===== config.mk =====
export PLATFORM = sky130hd
export DESIGN_NAME = ref_level_ctrl
export DESIGN_NICKNAME = d
export VERILOG_FILES = /design/src/rtl/ref_level_ctrl.sv
export SDC_FILE = /design/constraint.sdc
export NUM_CORES = 1
export LEC_CHECK = 0
export BUFFER_PORTS_ARGS = -buffer_cell sky130_fd_sc_hd__clkbuf_2
export CORE_ASPECT_RATIO = 0.6
export CORE_UTILIZATION = 45
export DETAILED_ROUTE_END_ITERATION = 16
export PLACE_DENSITY = 0.66
export SLEW_MARGIN = 30
export SYNTH_ARGS = -nofsm -noshare
export SYNTH_HDL_FRONTEND = slang
export SYNTH_SLANG_ARGS = --single-unit

===== constraint.sdc =====
create_clock -name clk -period 4.4 [get_ports clk]
set_input_delay 0.88 -clock clk [delete_from_list [all_inputs] [get_ports clk]]
set_output_delay 0.88 -clock clk [all_outputs]
set_load 0.03 [all_outputs]

===== src/rtl/ref_level_ctrl.sv =====
// Window sequencer and reference-level estimator for the 4-PAM slicer datapath.
// Define REF_LEVEL_IIR_EN to make ref_level track new estimates through a first-order IIR.
module ref_level_ctrl #(
  parameter int          WIN_LOG2    = 10,
  parameter int          SETTLE_SYMS = 64,
  parameter int          LATCH_DLY   = 2,
  parameter logic [17:0] LOCK_TOL    = 18'd512,
  parameter int          LOCK_COUNT  = 4,
  parameter int          IIR_SHIFT   = 3
) (
  input  logic                 clk,
  input  logic                 reset,
  input  logic                 clk_en,
  input  logic                 en,
  input  logic [17+WIN_LOG2:0] acc_in,
  output logic                 acc_clear,
  output logic                 acc_en,
  output logic [17:0]          ref_level,
  output logic [17:0]          level_inner,
  output logic [17:0]          level_outer,
  output logic                 ref_valid,
  output logic                 locked,
  output logic                 window_done,
  output logic [2:0]           state
);

  localparam int WIN_SYMS = 1 << WIN_LOG2;
  localparam int CNT_MAX  = (SETTLE_SYMS > WIN_SYMS) ? SETTLE_SYMS : WIN_SYMS;
  localparam int CNT_W    = $clog2(CNT_MAX + 1);
  localparam int LAT_W    = $clog2(LATCH_DLY + 1);
  localparam int MCH_W    = $clog2(LOCK_COUNT + 1);

  typedef enum logic [2:0] {
    IDLE   = 3'd0,
    SETTLE = 3'd1,
    CLEAR  = 3'd2,
    WINDOW = 3'd3,
    LATCH  = 3'd4
  } state_t;

  state_t           state_reg, state_next;
  logic [CNT_W-1:0] sym_cnt_reg, sym_cnt_next;
  logic [LAT_W-1:0] lat_cnt_reg, lat_cnt_next;
  logic [MCH_W-1:0] match_cnt_reg, match_inc;
  logic [17:0]      ref_level_reg, level_inner_reg, level_outer_reg;
  logic             ref_valid_reg, locked_reg, window_done_reg;
  logic             capture;

  // en gates everything combinationally so strobes stop in the same clk it falls.
  always_comb begin
    state_next   = state_reg;
    sym_cnt_next = sym_cnt_reg;
    lat_cnt_next = '0;
    capture      = 1'b0;
    acc_clear    = 1'b0;
    acc_en       = 1'b0;
    if (!en) begin
      state_next   = IDLE;
      sym_cnt_next = '0;
    end else begin
      case (state_reg)
        IDLE: begin
          state_next   = SETTLE;
          sym_cnt_next = '0;
        end
        SETTLE: begin
          if (SETTLE_SYMS == 0) begin
            state_next   = CLEAR;
            sym_cnt_next = '0;
          end else if (clk_en) begin
            if (sym_cnt_reg == CNT_W'(SETTLE_SYMS - 1)) begin
              state_next   = CLEAR;
              sym_cnt_next = '0;
            end else begin
              sym_cnt_next = sym_cnt_reg + 1'b1;
            end
          end
        end
        CLEAR: begin
          acc_clear    = 1'b1;
          state_next   = WINDOW;
          sym_cnt_next = '0;
        end
        WINDOW: begin
          acc_en = clk_en;
          if (clk_en) begin
            if (sym_cnt_reg == CNT_W'(WIN_SYMS - 1)) begin
              state_next   = LATCH;
              sym_cnt_next = '0;
            end else begin
              sym_cnt_next = sym_cnt_reg + 1'b1;
            end
          end
        end
        LATCH: begin
          if (lat_cnt_reg == LAT_W'(LATCH_DLY - 1)) begin
            capture    = 1'b1;
            state_next = CLEAR;
          end else begin
            lat_cnt_next = lat_cnt_reg + 1'b1;
          end
        end
        default: state_next = IDLE;
      endcase
    end
  end

  // Levels are non-negative magnitudes, so differences are formed on zero-extended operands.
  logic [17:0]        new_level, tracked_level;
  logic signed [18:0] delta;
  logic [18:0]        diff, outer_sum;
  logic               match;
  logic               unused_acc_lsb;

  assign new_level      = acc_in[17+WIN_LOG2:WIN_LOG2];
  assign unused_acc_lsb = ^acc_in[WIN_LOG2-1:0];
  assign delta          = $signed({1'b0, new_level}) - $signed({1'b0, ref_level_reg});
  assign diff           = delta[18] ? $unsigned(-delta) : $unsigned(delta);
  assign match          = (diff <= {1'b0, LOCK_TOL});
  assign match_inc      = (match_cnt_reg == MCH_W'(LOCK_COUNT)) ? match_cnt_reg : match_cnt_reg + 1'b1;
  assign outer_sum      = {1'b0, ref_level_reg} + {2'b00, ref_level_reg[17:1]};

`ifdef REF_LEVEL_IIR_EN
  logic signed [18:0] iir_step;
  logic [18:0]        iir_sum;
  logic               unused_iir_msb;
  assign iir_step       = delta >>> IIR_SHIFT;
  assign iir_sum        = {1'b0, ref_level_reg} + $unsigned(iir_step);
  assign tracked_level  = iir_sum[17:0];
  assign unused_iir_msb = iir_sum[18];
`else
  logic [31:0] unused_iir_shift;
  assign tracked_level    = new_level;
  assign unused_iir_shift = 32'(IIR_SHIFT);
`endif

  always_ff @(posedge clk) begin
    if (reset) begin
      state_reg       <= IDLE;
      sym_cnt_reg     <= '0;
      lat_cnt_reg     <= '0;
      match_cnt_reg   <= '0;
      ref_level_reg   <= '0;
      level_inner_reg <= '0;
      level_outer_reg <= '0;
      ref_valid_reg   <= 1'b0;
      locked_reg      <= 1'b0;
      window_done_reg <= 1'b0;
    end else begin
      state_reg       <= state_next;
      sym_cnt_reg     <= sym_cnt_next;
      lat_cnt_reg     <= lat_cnt_next;
      window_done_reg <= capture;
      if (!en) begin
        match_cnt_reg <= '0;
        ref_valid_reg <= 1'b0;
        locked_reg    <= 1'b0;
      end else if (capture) begin
        if (!ref_valid_reg) begin
          ref_level_reg <= new_level;
          match_cnt_reg <= '0;
          locked_reg    <= 1'b0;
          ref_valid_reg <= 1'b1;
        end else begin
          ref_level_reg <= tracked_level;
          if (match) begin
            match_cnt_reg <= match_inc;
            if (match_inc == MCH_W'(LOCK_COUNT)) locked_reg <= 1'b1;
          end else begin
            match_cnt_reg <= '0;
            locked_reg    <= 1'b0;
          end
        end
      end
      level_inner_reg <= {1'b0, ref_level_reg[17:1]};
      level_outer_reg <= (outer_sum > 19'h1FFFF) ? 18'h1FFFF : outer_sum[17:0];
    end
  end

  assign ref_level   = ref_level_reg;
  assign level_inner = level_inner_reg;
  assign level_outer = level_outer_reg;
  assign ref_valid   = ref_valid_reg;
  assign locked      = locked_reg;
  assign window_done = window_done_reg;
  assign state       = state_reg;

endmodule


After elaboration in Yosys (flattened, before gate mapping)
Cells that the tools add are included.
Widths: inputs -> output; s select.
{"block": "totals", "input_bits": 32, "out_inout_bits": 62, "word_cells": 73, "register_bits": 76}
{"block": "classes", "n_addsub": 6, "order_cmp": 2, "bitwise_logic": 2, "eq_ne": 15, "reduce_logical": 10, "mux": 26}
{"operator": "$mux 11", "count": 4}
{"operator": "$pmux 11 s3", "count": 1}
{"operator": "$mux 3", "count": 8}
{"operator": "$add 18x17->19", "count": 1}
{"operator": "$gt 19x17->1 const B", "count": 1}
{"operator": "$le 19x10->1 const B", "count": 1}
{"operator": "$mux 19", "count": 1}
{"operator": "$neg 19->19", "count": 1}
{"operator": "$sub 18x18->19", "count": 1}
{"operator": "$mux 17", "count": 1}
{"operator": "$pmux 3 s5", "count": 1}
{"operator": "$add 11x1->11 const B", "count": 1}
{"operator": "$eq 11x10->1 const B", "count": 1}
{"operator": "$eq 11x6->1 const B", "count": 1}
{"operator": "$mux 1", "count": 10}
{"operator": "$ne 2x2->1 const B", "count": 5}
{"operator": "$eq 3x3->1 const B", "count": 3}
{"operator": "$eq 3x2->1 const B", "count": 2}
{"operator": "$reduce_or 2->1", "count": 3}
{"operator": "$reduce_and 5->1", "count": 1}
{"operator": "$reduce_and 2->1", "count": 2}
{"operator": "$reduce_or 4->1", "count": 1}
{"operator": "$add 3x1->3 const B", "count": 1}
{"operator": "$eq 3x1->1 const B", "count": 1}
{"operator": "other kinds (7)", "count": 8}

Depth between registers and ports, before layout
{"block": "logic_depth", "depth_word": 6, "ltp_mapped": 15, "mapped_depth_nobuf": 15}

Worst setup path before layout
Ideal clock, no wire load.
{"block": "synth_path", "path_kind": "in2reg", "startpoint": "input acc_in[10]", "endpoint": "register match_cnt_reg[1]", "path_buffers": 0, "t_arrival_ps": 3759, "setup_ps": 127, "cell_stages": 15, "slack_ps": 514, "required_ps": 4273, "path_cell_list": "inv_1 ha_1 inv_1 fa_1 a21o_1 a221oi_4 mux2i_1 nor4_4 nand4_1 nor4_1 mux2_2 o2bb2ai_1 o2111a_2 a31oi_1 o22ai_1"}
{"block": "synth_via", "elab_chain_len": 6}
{"element": "start: declaration", "line_no": "15", "source": "input logic [17+WIN_LOG2:0] acc_in,"}
{"element": "$sub 18x18->19 *", "line_no": "117", "source": "assign delta = $signed({1'b0, new_level}) - $signed({1'b0, ref_level_reg});"}
{"element": "$neg 19->19", "line_no": "118", "source": "assign diff = delta[18] ? $unsigned(-delta) : $unsigned(delta);"}
{"element": "$mux 19 *", "line_no": "118"}
{"element": "$le 19x10->1 *", "line_no": "119", "source": "assign match = (diff <= {1'b0, LOCK_TOL});"}
{"element": "$mux 3 *", "line_no": "166", "source": "if (match) begin"}
{"element": "$mux 3 *", "line_no": "159", "source": "if (!ref_valid_reg) begin"}
{"element": "end signal: assignment", "line_no": "167", "source": "match_cnt_reg <= match_inc;"}
{"element": "end: declaration", "line_no": "44", "source": "logic [MCH_W-1:0] match_cnt_reg, match_inc;"}
Mark *: on every way between the ends. The rest lies on a longest branch, timed or not.
A chain may end at the register's enable or synchronous reset.

Worst setup path in the final report
{"block": "layout_path", "startpoint": "input acc_in[10]", "endpoint": "register match_cnt_reg[0]"}
Same word-level chain as after synthesis.

==> results_dict.tcl <==
set metrics [dict create \
    overflow 0 \
    cts_hold_buf 0 \
    critPathCaptureType "flip-flop" \
    cts_resized 0 \
    most-common-layout-cells "82 x clkbuf_2, 75 x dfxtp_1, 65 x nor2_1, 54 x a21oi_1, 41 x ha_1" \
    path_clk_slew_ns 0.06 \
    track_usage_pct 22.6 \
    final_common_cell "clkbuf_2" \
    synth-async-reset-ratio_pct 0 \
    viasPerCell 5.67 \
    min_period_ns 4.14 \
    dr.pass1.iters 4 \
    drc 0 \
    routed_wl_mm 12.5 \
    tightest_slew_ns 0.697 \
    insertion_delay_ns 0.33 \
    rsz0062_at_grt "false" \
    ir_worst_vdd_uv 199 \
    final_cells 807 \
    gp_congestion 0.868 \
    dieHeight_um 82.6 \
    cp_max_fo 5 \
    fin_nets 740 \
    synth_warnings 0 \
    final_util_pct 54.4 \
    port_buffers 82 \
    drive_gt1_share_pct 19.2 \
    slew_violations 0 \
    area_growth_syn_to_layout_pct 17.7 \
    vias 4572 \
    synth_area_mm2 0.00488 \
    grt_pass1_vias 4054 \
    clock_sinks 75 \
    die_area_mm2 0.0113 \
    placed_cells_incl_taps 793 \
    synth_ff_type "dfxtp_1" \
    synth_edf_count 0 \
    setup_viol_count_final 0 \
    whs_path_depth 1 \
    hp-class "flip-flop to flip-flop" \
    ioPinCount 94 \
    postSynthAreaPerCell_um2 8.38 \
    arrival_ns 4.35 \
    cp-start-kind "input port" \
    r2r_slack_ns 0.49 \
    skew_ns 0.00479 \
    antenna_cells 0 \
    critical_path_class "input port to flip-flop" \
    multi_input_area_mm2 0.00318 \
    grt_max_degree 38 \
    cap_viol_max_count 0 \
    fmax_mhz 241 \
    drtIter0Drc 300 \
    ys_types 72 \
    wl_per_cell_um 15.4 \
    outcome "completed" \
    netlist_instances 582 \
    antenna_found_initial 0 \
    clockBufferDepth 2 \
    finalHoldViolCount 0 \
    ys_ff_latch 75 \
    ant_nets 0 \
    cts_inserted_buffers 9 \
    max_slew_margin_pct 53.1 \
    cts_setup_buffers 0 \
    fp-row-count 29 \
    power_mw 1.67 \
    required_ns 4.61 \
    hpwl_mm 9.48 \
    core_area_mm2 0.0106 \
    r2r_cells 13 \
    die_w_um 136 \
    nFillCells 1003 \
    cts_tree "yes" \
    htree_num_levels 3 \
    final-seq-area_mm2 0.00150 \
    leakage_nw 2.44 \
    root_buffer "clkbuf_16" \
    grt_pass1_wl_mm 19.9 \
    powerDensity_mw_per_mm2 291 \
    start_util_pct 46.2 \
    ys_seq_area_share_pct 30.8 \
    fin_crit_sh_pct 94.2 \
]
## per-stage QoR
stage / hold slack [ns] / setup TNS (ns) / area (um2) / worst slack, ns
after floorplan: 0.407 / 0 / 4880 / 0.514
after global placement: 0.416 / 0 / 5430 / 0.0764
after detailed placement: 0.430 / -0.0627 / 5430 / -0.0332
after CTS: 0.438 / 0 / 5740 / 0.324
after global routing: 0.456 / 0 / 5740 / 0.0449
final: 0.436 / 0 / 5740 / 0.257
## power by group
| group | switching, mW | internal (mW) | total [mW] |
|---|---|---|---|
| combinational | 0.133 | 0.0803 | 0.214 |
| clock | 0.285 | 0.489 | 0.774 |
| sequential | 0.00242 | 0.681 | 0.683 |
| total | 0.421 | 1.25 | 1.67 |
## final timing paths
kind	endpoint	start
max	match_cnt_reg[0]	acc_in[10]
min	lat_cnt_reg[0]	lat_cnt_reg[0]
max reg2reg	match_cnt_reg[0]	ref_level[1]
min reg2reg	lat_cnt_reg[0]	lat_cnt_reg[0]
## cell families after synthesis
group	after synthesis	share of synthesized area (%)
adders and majority gates	43	11.3
buffers and inverters	50	4.08
other	1	0.0769
DFF	75	30.8
AOI/OAI and AO/OA	170	24.5
xor gates and xnor gates	33	5.93
muxes	10	2.13
and+or+nand+nor	200	21.2
## synthesized netlist by cell type, types with 3 or more instances
master	instances	share of area, %
nand4_1	8	1.0
ha_1	41	11
clkbuf_1	8	0.62
nor2_1	65	5.0
a31oi_1	7	0.90
dfxtp_1	75	31
mux2_2	3	0.69
nand2_1	32	2.5
nor3_1	16	1.6
a21oi_1	54	5.5
o21bai_1	3	0.46
a21boi_0	3	0.46
nor4_1	4	0.51
nor2b_1	4	0.51
o21ai_0	26	2.7
a21o_1	14	2.2
xnor2_1	16	2.9
nand2b_1	9	1.2
or2_2	3	0.38
mux2i_1	7	1.4
inv_1	32	2.5
o21ai_1	3	0.31
a211o_1	3	0.54
o211ai_1	4	0.62
xor2_1	17	3.1
o21a_1	4	0.62
o22a_1	17	3.1
buf_2	6	0.62
or3_1	4	0.51
nand3_1	21	2.2
and3_1	10	1.3
a211oi_1	6	0.92
## layer usage
metal / up-vias / part of all wire (%) / global-route usage, %
met2: 145 / 41 / 33.5
met4: 0 / 1.2 / 6.00
met1: 2129 / 52 / 33.0
met5: - / 0 / 0
met3: 17 / 5.9 / 4.70
li1: 2281 / - / -
## worst max-delay path, stage by stage
cell and delay, ns:
clkbuf_2 0.09, inv_1 0.05, ha_1 0.16, inv_1 0.05, fa_1 0.42, xnor2_1 0.31
nor4bb_1 0.34, mux2i_1 0.23, nor4_4 0.22, nand4_1 0.24, nor4_1 0.31, mux2_2 0.38
o2bb2ai_1 0.14, o2111a_2 0.18, a31oi_1 0.24, mux2i_1 0.11
## cell type report
| class | count | share of cell area [%] |
|---|---|---|
| Multi-Input combinational cell | 458 | 55.4 |
| Clock buffer | 9 | 3.92 |
| Inverter | 33 | 2.16 |
| Sequential cell | 75 | 26.2 |
| Timing Repair Buffer | 88 | 7.94 |
| Tap cell | 139 | 3.03 |
| Clock inverter | 5 | 1.40 |
No activity file was read; power rests on OpenSTA's default activity.
